File: src/rtl/sram_bus_arbiter.sv
// Arbitrates one single-port synchronous SRAM between instruction fetch and
// data access; one command per transaction, registered data with a done pulse.
module sram_bus_arbiter #(
  parameter int ADDR_W    = 32,
  parameter int DATA_W    = 32,
  parameter int DATA_PRIO = 1
) (
  input  logic                clk,
  input  logic                rst,
  input  logic                ins_req,
  input  logic [ADDR_W-1:0]   ins_addr,
  output logic [DATA_W-1:0]   ins_rdata,
  output logic                ins_done,
  output logic                ins_stall,
  input  logic                data_req,
  input  logic                data_wr,
  input  logic [DATA_W/8-1:0] data_be,
  input  logic [ADDR_W-1:0]   data_addr,
  input  logic [DATA_W-1:0]   data_wdata,
  output logic [DATA_W-1:0]   data_rdata,
  output logic                data_done,
  output logic                data_stall,
  output logic                sram_en,
  output logic [DATA_W/8-1:0] sram_wen,
  output logic [ADDR_W-1:0]   sram_addr,
  output logic [DATA_W-1:0]   sram_wdata,
  input  logic [DATA_W-1:0]   sram_rdata,
  output logic [31:0]         conflict_cnt
);

  typedef enum logic [1:0] {IDLE, RESP_I, RESP_D} state_t;

  state_t state, state_nxt;
  logic   last_data, last_data_nxt;
  logic   resp_wr, resp_wr_nxt;
  logic   ins_el, data_el, tie, grant_i, grant_d;

  // A requester whose done is high is still holding req for the finished
  // transaction, so it must not be granted again in that cycle.
  assign ins_el     = ins_req && !ins_done;
  assign data_el    = data_req && !data_done;
  assign ins_stall  = ins_el;
  assign data_stall = data_el;

  always_comb begin
    state_nxt     = state;
    last_data_nxt = last_data;
    resp_wr_nxt   = resp_wr;
    tie           = 1'b0;
    grant_i       = 1'b0;
    grant_d       = 1'b0;
    sram_en       = 1'b0;
    sram_wen      = '0;
    sram_addr     = '0;
    sram_wdata    = data_wdata;
    unique case (state)
      IDLE: begin
        tie = ins_el && data_el;
        if (data_el && (!ins_el || DATA_PRIO != 0 || !last_data))
          grant_d = 1'b1;
        else if (ins_el)
          grant_i = 1'b1;
        if (grant_d) begin
          sram_en       = 1'b1;
          sram_addr     = data_addr;
          if (data_wr)
            sram_wen    = data_be;
          state_nxt     = RESP_D;
          last_data_nxt = 1'b1;
          resp_wr_nxt   = data_wr;
        end else if (grant_i) begin
          sram_en       = 1'b1;
          sram_addr     = ins_addr;
          state_nxt     = RESP_I;
          last_data_nxt = 1'b0;
        end
      end
      RESP_I, RESP_D: state_nxt = IDLE;
      default:        state_nxt = IDLE;
    endcase
  end

  always_ff @(posedge clk) begin
    if (rst) begin
      state        <= IDLE;
      last_data    <= 1'b1;
      resp_wr      <= 1'b0;
      ins_done     <= 1'b0;
      data_done    <= 1'b0;
      ins_rdata    <= '0;
      data_rdata   <= '0;
      conflict_cnt <= '0;
    end else begin
      state     <= state_nxt;
      last_data <= last_data_nxt;
      resp_wr   <= resp_wr_nxt;
      ins_done  <= (state == RESP_I);
      data_done <= (state == RESP_D);
      if (state == RESP_I)
        ins_rdata <= sram_rdata;
      if (state == RESP_D && !resp_wr)
        data_rdata <= sram_rdata;
      if (tie && conflict_cnt != '1)
        conflict_cnt <= conflict_cnt + 32'd1;
    end
  end

endmodule

File: config.mk
export PLATFORM = sky130hd
export DESIGN_NAME = sram_bus_arbiter
export DESIGN_NICKNAME = d
export VERILOG_FILES = /design/src/rtl/sram_bus_arbiter.sv
export SDC_FILE = /design/constraint.sdc
export NUM_CORES = 1
export LEC_CHECK = 0
export ABC_AREA = 1
export CORE_AREA = 2 2 119 121
export DETAILED_ROUTE_END_ITERATION = 8
export DIE_AREA = 0 0 121 123
export HOLD_SLACK_MARGIN = 0.05
export PLACE_DENSITY = 0.85
export SYNTH_ARGS = -nofsm -noshare
export SYNTH_HDL_FRONTEND = slang
export SYNTH_SLANG_ARGS = --single-unit
File: constraint.sdc
create_clock -name clk -period 3.4 [get_ports clk]
set_input_delay 0.34 -clock clk [delete_from_list [all_inputs] [get_ports clk]]
set_output_delay 0.34 -clock clk [all_outputs]
set_load 0.03 [all_outputs]
==> metrics.yaml <==
drt:
  post-route-drc-count: 0
  routed_via_density: 4.853
  via_count: 5663
  detail_route.first_pass.iterations: 5
  route.antenna.remaining_nets: 0
  drtIter0Drc: 443
  wire_per_inst_um: 15.23
  drt-total-wl_um: 17770
worst_hold_path:
  min-delay-start: "state[0]$_SDFFE_PP0N_"
  hold_class: "flip-flop to flip-flop"
  hold_depth: 1
  hold-path-endpoint: "data_done$_SDFF_PP0_"
yosys:
  synth_seq_cells: 101
  synth-edff-count: 0
  synth-seq-area-share: 0.3896
  post_synthesis_cell_area_mm2: 0.005190
  synth_cell_types: 25
  ys_top_cells_by_area: "dfxtp_1 39%, nand2_1 13%, nor2_1 11%, o21ai_0 9.5%, a21oi_1 5.3%"
  netlist.top_cell.by_area: "dfxtp_1"
  synth.top_cell.area_share: 0.3896
  postSynthAreaPerCell_um2: 6.570
  synthesis.nets: 928
  syn_inst: 790
  ys.flop_type: "dfxtp_1"
  ys_async_sr_fraction: 0
  synth.most_common_cell: "nand2_1"
  yosysWarnings: 0
  post_synth_most_frequent_cells: "180 x nand2_1, 146 x nor2_1, 101 x dfxtp_1"
timing:
  total_setup_violations_reported_at_the_end_of_the_flow: 0
  post-route-period-util: 0.8112
  final_period_minus_worst_setup_slack_ns: 2.758
  tightestPinTransition_ns: 1.104
  timing.clock.skew_ns: 0.008369
  timing_max_transition_violations_final: 0
  slew_headroom: 0.2629
  fin_setup_tns_ns: 0
  final.hold.worst_slack_ns: 0.4366
  timing.fmax_ghz: 0.3626
  final_hold_violation_count: 0
  rsz_0062_raised_after_global_routing: "false"
layout:
  area_growth_syn_to_layout_pct: 50.84
  antenna_cells: 0
  fin_nets: 1120
  fillerInstances: 1225
  drive_above_1_share: 0.05775
power_and_ir_drop:
  intPower_uw: 2167
  power.share.combinational: 0.240
  clock_power_share: 0.350
  sequential_share_of_power: 0.410
  switching_share: 0.3016
  total_switching_power_uw: 935.6
  cellPowerDensity_mw_per_mm2: 396.3
  p_leak_uw: 0.002999
  vdd.ir_drop.worst_mv: 0.4729
grt:
  grt_antenna_before_repair: 0
  grt_pass1_wl_um: 27440
  pin_count_of_the_biggest_net_entering_global_routing: 65
  vias_in_the_first_global_route: 5253
  grt_overflow: 0
  gr_usage_total: 0.2383
clock_network:
  cts-hold-fix-buffers: 0
  worst_skew_pair.late_latency_ns: 0.36
  cts.clk_slew.worst_paths_ns: 0.07
  cts_max_path_buffers: 2
  ctsResizeCount: 0
  post_cts_buffers: 0
  cts_inserted_buffers: 9
  cts.sinks: 101
  clk_root_buf: "clkbuf_16"
  h-tree-depth: 3
  clock_tree_from_tritoncts: "done"
placement:
  dp_hpwl_um: 13540
  port_buffers: 241
  gp_congestion: 0.9126
floorplan:
  num_rows: 43
  chipWidth_um: 121
  floorplan.initialDensity: 0.3813
  ioPinCount: 306
  die_height_um: 123
  coreArea_mm2: 0.01361
  die_area_mm2: 0.01488
setup_path:
  timing.critical_path.slowest_cell_delay_ns: 0.69
  regToRegStartpoint: "state[0]$_SDFFE_PP0N_"
  ff2ff_setup_slack_ns: 1.46
  category_of_the_worst_setup_path_launch_point: "input pin"
  timing.critical_path.fanout_max: 32
  regToRegEndpoint: "ins_rdata[5]$_SDFFE_PP0P_"
  critical-path-top-delay-family: "buffers and inverters"
  timing.critical_path.slowest_stage_cell: "clkdlybuf4s50_1"
  timing.setup.critical_path_class: "input pin to primary output"
  worstPathArrival_ns: 2.42
  ff2ff_path_depth: 6
  buffers_plus_inverters_on_the_worst_setup_path: 3
  critPathCaptureType: "primary output"
  worst-endpoint-required_ns: 3.06
  path_cells: "clkdlybuf4s50_1 -> nand2_2 -> nor2_4 -> buf_4 -> nand2_1 -> o21ai_0 -> clkdlybuf4s50_1"
  timing.critical_path.mode_cell: "clkdlybuf4s50_1"
job:
  cap_viol_max_count: 0
outcome:
  status: "completed"
## stage by stage
stage	setup slack (ns)	cell area, um^2	utilization	power, uW	std cells
after floorplan	1.103	5190	-	1737	790
after detailed placement	0.6389	7521	0.5525	2041	1151
final	0.6418	7829	0.5751	3103	1167
after global routing	0.4946	7829	0.5751	3228	1167
after global placement	0.7213	7521	0.5525	2034	1151
after CTS	0.6493	7829	0.5751	3125	1167
## layer usage
layer,routed length (um),up-vias,track usage
li1,-,2851,-
met1,7405,2550,0.2863
met2,7854,233,0.3666
met3,2171,29,0.1232
met4,340,0,0.08212
met5,0,-,0
## cell families (layout without fill, tap and decap cells)
family	after synthesis	count (layout)	share of synthesized area
XOR/XNOR	6	6	0.01013
AND/OR/NAND/NOR	386	386	0.3129
flip-flops	101	101	0.3896
AO/OA/AOI/OAI	160	160	0.1594
buffers and inverters	136	333	0.1256
adder cells (fa/ha/maj)	1	1	0.002410
## registers in the layout, indices dropped and copies added (netlist names)
register	count
conflict_cnt	32
data_rdata	32
ins_rdata	32
state	2
data_done	1
ins_done	1
resp_wr	1
## power by group through the flow
stage                     combinational (uW)  clock (uW)  sequential (uW)
after floorplan                          336           0             1400
after global placement                   737           0             1300
after detailed placement                 743           0             1300
after CTS                                746        1110             1270
after global routing                     797        1150             1280
final                                    744        1090             1270
## worst max-delay path by stage
| stage | endpoint | depth (start not counted) | start | slack [ns] |
|---|---|---|---|---|
| after global placement | sram_addr[0] | 7 | data_req | 0.72 |
| after global routing | sram_addr[2] | 7 | data_req | 0.49 |
| final | sram_addr[27] | 7 | data_req | 0.64 |
| after floorplan | sram_addr[23] | 4 | ins_done$_SDFF_PP0_ | 1.10 |
| after detailed placement | sram_addr[4] | 7 | data_req | 0.64 |
| after CTS | sram_addr[4] | 7 | data_req | 0.65 |
## cell usage in the layout (no fill, tap or decap)
cell type        Yosys  routed
nand4_1              6       6
nand2_1            180     180
inv_6                0       3
o21ai_0             98      98
or2_2                1       1
dfxtp_1            101     101
and2_1               2       2
nor2_4               5       5
ha_1                 1       1
a21oi_1             55      55
buf_4               33       9
inv_2                1       2
nand3_1             23      23
nand3b_1             5       5
clkinv_4             0       1
xor2_1               6       6
nor3_1               4       4
nand2_4              1       1
inv_1               67      66
clkbuf_8             0       1
buf_12               0       3
clkbuf_16            0       9
nand3_4              2       2
clkbuf_1            31       1
a21oi_2              7       7
bufinv_16            0       1
nor2_2               3       4
nand2_2              8       8
clkdlybuf4s50_1      0     237
nor2_1             146     145
## layout make-up
type | count | area (um^2) | share of cell area
clock buffers | 11 | 242.7 | 0.03101
inverters | 68 | 255.2 | 0.03260
multi-input cells | 553 | 2519 | 0.3217
flip-flops and latches | 101 | 2022 | 0.2583
well taps | 180 | 225.2 | 0.02877
clock inverters | 5 | 65.06 | 0.008311
repair buffers | 249 | 2500 | 0.3193
No activity file was read; power rests on OpenSTA's default activity.
